## src/rtl/map_cfg_loader.sv

```systemverilog
// Collects the MCU mapper configuration frame into a shadow buffer and commits it
// to sys_cfg in a single cycle, holding the mapper in reset across every reload.
module map_cfg_loader #(
    parameter int          CFG_BYTES = 8,
    parameter logic [7:0]  HDR       = 8'hA5,
    parameter logic [7:0]  CS_SEED   = 8'h5A,
    parameter int          RST_HOLD  = 16,
    parameter int          TIMEOUT   = 1024
) (
    input  logic                   clk,
    input  logic                   rst_n,
    input  logic                   wr_strobe,
    input  logic [7:0]             wr_data,
    output logic [CFG_BYTES*8-1:0] sys_cfg,
    output logic                   cfg_upd,
    output logic                   map_rst,
    output logic                   busy,
    output logic                   err_cs,
    output logic                   err_tout
);

    localparam int IDX_W  = (CFG_BYTES > 1) ? $clog2(CFG_BYTES) : 1;
    localparam int HOLD_W = $clog2(RST_HOLD + 1);
    localparam int GAP_W  = $clog2(TIMEOUT + 1);

    localparam logic [IDX_W-1:0]  IDX_LAST  = IDX_W'(CFG_BYTES - 1);
    localparam logic [IDX_W-1:0]  IDX_ONE   = IDX_W'(1);
    localparam logic [HOLD_W-1:0] HOLD_LOAD = HOLD_W'(RST_HOLD);
    localparam logic [HOLD_W-1:0] HOLD_ONE  = HOLD_W'(1);
    localparam logic [GAP_W-1:0]  GAP_LAST  = GAP_W'(TIMEOUT - 1);
    localparam logic [GAP_W-1:0]  GAP_ONE   = GAP_W'(1);

    typedef enum logic [1:0] {
        S_IDLE    = 2'd0,
        S_PAYLOAD = 2'd1,
        S_CHECK   = 2'd2,
        S_HOLD    = 2'd3
    } state_t;

    state_t                 state, state_nxt;
    logic [IDX_W-1:0]       idx;
    logic [7:0]             acc;
    logic [HOLD_W-1:0]      hold_cnt;
    logic [GAP_W-1:0]       gap_cnt;
    logic [CFG_BYTES*8-1:0] shadow;

    logic                   hdr_hit, pay_wr, commit, cs_fail, tout, in_frame;
    logic [CFG_BYTES*8-1:0] sys_cfg_d;
    logic                   cfg_upd_d, err_cs_d, err_tout_d, busy_d, map_rst_d;

    assign in_frame = (state == S_PAYLOAD) || (state == S_CHECK);
    assign hdr_hit  = (state == S_IDLE) && wr_strobe && (wr_data == HDR);
    assign pay_wr   = (state == S_PAYLOAD) && wr_strobe;
    assign commit   = (state == S_CHECK) && wr_strobe && (wr_data == acc);
    assign cs_fail  = (state == S_CHECK) && wr_strobe && (wr_data != acc);
    // A strobe in the expiring cycle wins over the timeout.
    assign tout     = in_frame && !wr_strobe && (gap_cnt == GAP_LAST);

    always_ff @(posedge clk or negedge rst_n) begin
        if (!rst_n) begin
            state    <= S_IDLE;
            sys_cfg  <= '0;
            cfg_upd  <= 1'b0;
            err_cs   <= 1'b0;
            err_tout <= 1'b0;
            busy     <= 1'b0;
            map_rst  <= 1'b0;
        end else begin
            state    <= state_nxt;
            sys_cfg  <= sys_cfg_d;
            cfg_upd  <= cfg_upd_d;
            err_cs   <= err_cs_d;
            err_tout <= err_tout_d;
            busy     <= busy_d;
            map_rst  <= map_rst_d;
        end
    end

    always_comb begin
        state_nxt = state;
        case (state)
            S_IDLE:    if (hdr_hit) state_nxt = S_PAYLOAD;
            S_PAYLOAD: begin
                if (pay_wr && (idx == IDX_LAST)) state_nxt = S_CHECK;
                else if (tout)                   state_nxt = S_HOLD;
            end
            S_CHECK:   if (wr_strobe || tout) state_nxt = S_HOLD;
            S_HOLD:    if (hold_cnt == HOLD_ONE) state_nxt = S_IDLE;
            default:   state_nxt = S_IDLE;
        endcase
    end

    always_comb begin
        sys_cfg_d  = sys_cfg;
        cfg_upd_d  = commit;
        err_cs_d   = err_cs;
        err_tout_d = err_tout;
        if (hdr_hit) begin
            err_cs_d   = 1'b0;
            err_tout_d = 1'b0;
        end
        if (cs_fail) err_cs_d = 1'b1;
        if (tout)    err_tout_d = 1'b1;
        if (commit)  sys_cfg_d = shadow;
        // busy and map_rst share the same window: header through end of HOLD.
        busy_d    = (state_nxt != S_IDLE);
        map_rst_d = busy_d;
    end

    always_ff @(posedge clk or negedge rst_n) begin
        if (!rst_n) begin
            idx      <= '0;
            acc      <= '0;
            hold_cnt <= '0;
            gap_cnt  <= '0;
        end else begin
            if (hdr_hit) begin
                idx <= '0;
                acc <= CS_SEED;
            end else if (pay_wr) begin
                acc <= acc ^ wr_data;
                if (idx != IDX_LAST) idx <= idx + IDX_ONE;
            end

            if (!in_frame || wr_strobe) gap_cnt <= '0;
            else                        gap_cnt <= gap_cnt + GAP_ONE;

            if ((state != S_HOLD) && (state_nxt == S_HOLD)) hold_cnt <= HOLD_LOAD;
            else if (state == S_HOLD)                       hold_cnt <= hold_cnt - HOLD_ONE;
        end
    end

    // Shadow holds data only; its contents are meaningless until the commit.
    always_ff @(posedge clk) begin
        for (int k = 0; k < CFG_BYTES; k++) begin
            if (pay_wr && (idx == IDX_W'(k))) shadow[8*k +: 8] <= wr_data;
        end
    end

endmodule

```

## config.mk

```make
export PLATFORM = sky130hd
export DESIGN_NAME = map_cfg_loader
export DESIGN_NICKNAME = d
export VERILOG_FILES = /design/src/rtl/map_cfg_loader.sv
export SDC_FILE = /design/constraint.sdc
export NUM_CORES = 1
export LEC_CHECK = 0
export BUFFER_PORTS_ARGS = -buffer_cell sky130_fd_sc_hd__buf_2
export CORE_MARGIN = 4
export CORE_UTILIZATION = 30
export DETAILED_ROUTE_END_ITERATION = 10
export PLACE_DENSITY_LB_ADDON = 0.2
export SLEW_MARGIN = 20
export SYNTH_ARGS = -nofsm -noshare
export SYNTH_HDL_FRONTEND = slang
export SYNTH_SLANG_ARGS = --single-unit
```

## constraint.sdc

```tcl
create_clock -name clk -period 2.55 [get_ports clk]
set_input_delay 0.1275 -clock clk [delete_from_list [all_inputs] [get_ports clk]]
set_output_delay 0.1275 -clock clk [all_outputs]
set_load 0.03 [all_outputs]
```

==> parameters.txt <==
Parameter                              Value

Logic synthesis
  Total of flip-flops plus latches after synthesis    161
  Post-synth EDFFs    64
  Sequential area share after synthesis    69.6%
  Fraction of synthesized cell area taken by the top area cell type    38.8%
  Post-Syn Area per Cell    15.5 µm²
  Syn_nets    429
  Cell with the most instances after synthesis    dfrtp_1
  Largest cells by area after synthesis    dfrtp_1 (39%), edfxtp_1 (31%), mux2_1 (12%)
  Distinct cell type count after synthesis    48
  Total of warnings raised by yosys    0
  Fraction of registers with async set or reset after synthesis    60.2%
  Library cell occupying the most area in the post-synthesis netlist    dfrtp_1
  Most frequent cells after synthesis    dfrtp_1 (97), edfxtp_1 (64), mux2_1 (64)
  Synthesized instance count    404
  Netlist area before placement    0.00625 mm²
  Prevailing post-synth register cell    dfrtp_1

Global route
  Pin count of the biggest net entering global routing    79
  First-pass GRT wire length    21700 µm
  Total congestion overflow    0
  Antenna violations before repair    0
  GRT Util Overall    12.0%
  Number of global-route vias before repair    3688

STA
  Total negative slack    0 ns
  Final critical-path required period    2.28 ns
  Setup repair after global routing missed its margin    false
  Final hold violation count    0
  Number of max-slew violations in the final report    0
  Post-route clock period utilization    89.5%
  Pin slew with the least headroom to its limit    0.484 ns
  Tightest slew margin relative to the limit    67.5%
  Worst slack on hold paths    0.0580 ns
  Final worst clock skew    0.0106 ns
  Max Fclk    438 MHz
  Finish-stage setup viols    0

Critical path
  Reg2Reg Launch Point    state[1]$_DFF_PN0_
  Worst setup path category    register to register
  Worst setup slack for register-to-register paths    0.27 ns
  CP arrival    2.58 ns
  Worst Path Buf+Inv    1
  Dominant delay contributor by cell family on the critical path    simple AND/OR/NAND/NOR gates
  Data required time at the worst endpoint    2.85 ns
  Total stage count of the critical path    6
  Standard cell with the maximum stage delay on the critical path    dfrtp_1
  Worst Setup SP    state[1]$_DFF_PN0_
  Crit. End Element    register
  Worst Setup Start Kind    register
  Capture instance of the worst register-to-register path    hold_cnt[0]$_DFFE_PN0P_
  Cells along the critical path    inv_1, ha_1, or3b_4, nor4_4, a221oi_1, o41a_1
  Reg2Reg Depth    6
  Delay of the slowest critical-path stage    0.42 ns
  End point of the critical path    hold_cnt[0]$_DFFE_PN0P_
  Largest driver fanout on the critical path    5

Clock network
  Clock Pin Slew Worst Setup and Hold Paths    0.06 ns
  Clock Sink Count    161
  Clock root buffer    clkbuf_16
  Buffer levels on the longest clock path    2
  H-tree level count    4
  Num CTS Buffers    17
  Post-CTS setup buffers    0
  Clock tree from TritonCTS    done
  Clk_lat worst skew    0.42 ns
  CTS-repair resized insts    0

Drt
  Number of iterations in the first detailed-routing pass    4
  Via count normalized by instance count    4.54
  Average wire length per cell after detail routing    17.0 µm
  Routed wire length    13300 µm
  Routed vias    3544
  Routed Antenna Nets    0
  First DRT Iteration DRCs    195
  DRC violation count after routing    0

Power
  Static Leakage    3.53 nW
  Largest voltage drop on the vdd net    0.336 mV
  Clock network power share    35.0%
  Net switching share of the total power    30.6%
  Net switching power    2.32 mW
  Fraction of power consumed by sequential logic    43.6%
  Combinational share of power    21.4%
  Power density of the placed cells    992 mW/mm²
  Internal power    5.27 mW
  Power after layout    7.59 mW

Floorplan
  Count of boundary I/O pins    80
  Floorplan die area    0.0232 mm²
  Width of the die    152 µm
  Initial standard-cell utilization of the core    30.7%
  Area of the core region    0.0204 mm²
  Cell Rows    52
  Vertical extent of the die    152 µm

Worst hold path
  Class of the tightest hold or removal check    input pin to register
  Startpoint of the worst hold path    wr_data[2]

Placed design
  Routability congestion estimate    0.784
  HPWL after DPL    8750 µm
  Port Buffer Count    79
  Post-placement cell count    748

Finish
  Share of cells above drive strength 1    24.7%
  Inserted Diodes    0
  Synth-to-Final Area Change    22.5%
  Nets@finish    523
  Final non-filler cell total    781

Flow run
  Max-cap check violation count    0

Run status
  Outcome    finished clean
-- sequential cells by signal (all words and copies together), names as in the netlist --
signal,cells
acc,8
sys_cfg,64
hold_cnt,5
idx,3
state,2
err_tout,1
err_cs,1
cfg_upd,1
gap_cnt,11
busy,1
shadow,64
-- routing by layer --
metal	part of all wire [%]	vias up	GRT usage (%)	wire, µm
li1	-	1635	-	-
met1	48	1820	16.2	6330
met4	0.97	0	3.72	129
met2	47	77	18.6	6220
met3	4.8	12	3.58	635
met5	0	-	0	0
-- final cells by class --
type                    instances  area (µm²)
fillers                      1906       12700
flip-flops and latches        161        4350
multi-input cells             216        1780
repair buffers                 88         505
clock buffers                  21         470
well taps                     270         338
clock inverters                11         154
inverters                      14        52.6
-- logic make-up (layout without fill, tap and decap cells) --
kind of cell               after synthesis  after routing  share of synthesized area [%]
buffers and inverters                   27            134                           1.94
and+or+nand+nor                         81             81                           6.91
adders and majority gates               14             14                           2.80
muxes                                   64             64                           11.5
AOI/OAI and AO/OA                       29             29                           3.28
xor gates and xnor gates                28             28                           3.92
DFF                                    161            161                           69.6
-- power groups by stage --
stage / Combinational [mW] / Sequential [mW] / Clock, mW
6_report: 1.63 / 3.30 / 2.66
4_1_cts: 1.64 / 3.31 / 2.73
5_1_grt: 1.79 / 3.36 / 2.83
2_1_floorplan: 0.823 / 3.65 / 0
3_3_place_gp: 1.62 / 3.34 / 0
3_5_place_dp: 1.63 / 3.36 / 0
-- worst reg2reg max path, cell delays in order, from the launching register on --
cell and delay [ns]:
dfrtp_1 0.42, inv_1 0.13, ha_1 0.31, or3b_4 0.39
nor4_4 0.33, a221oi_1 0.19, o41a_1 0.40
-- cell usage in the layout (no fill, tap or decap), types with 5 or more instances in the layout --
master	count
dfrtp_1	97
buf_2	78
mux2_1	64
edfxtp_1	64
nor2_1	22
nand2_1	22
clkbuf_16	17
xnor2_1	15
inv_1	14
ha_1	14
xor2_1	13
and3_1	7
buf_4	6
nand4_1	5
-- through the flow --
step | cell area (µm²) | worst slack (ns) | utilization, %
after floorplan | 6250 | 0.424 | -
after global placement | 7020 | 0.341 | 34.5
after detailed placement | 7020 | 0.295 | 34.5
after CTS | 7650 | 0.274 | 37.6
after global routing | 7650 | 0.0905 | 37.6
final | 7650 | 0.269 | 37.6
-- worst min path at each step --
stage / endpoint / depth (start not counted) / slack (ns)
after floorplan: acc[0]$_DFFE_PN0P_ / 0 / -0.17
after global placement: sys_cfg[41]$_DFFE_PN0P_ / 1 / 0.03
after detailed placement: sys_cfg[41]$_DFFE_PN0P_ / 1 / 0.03
after CTS: shadow[58]$_DFFE_PP_ / 1 / 0.03
after global routing: shadow[58]$_DFFE_PP_ / 1 / 0.04
final: shadow[58]$_DFFE_PP_ / 1 / 0.06
-- timing repair --
action | 4_1_cts | 5_1_grt
hold endpoints to repair | 23 | 0
hold buffers | 1 | 0
endpoints found under the setup margin | 0 | 0
(Power assumes the default switching activity.)
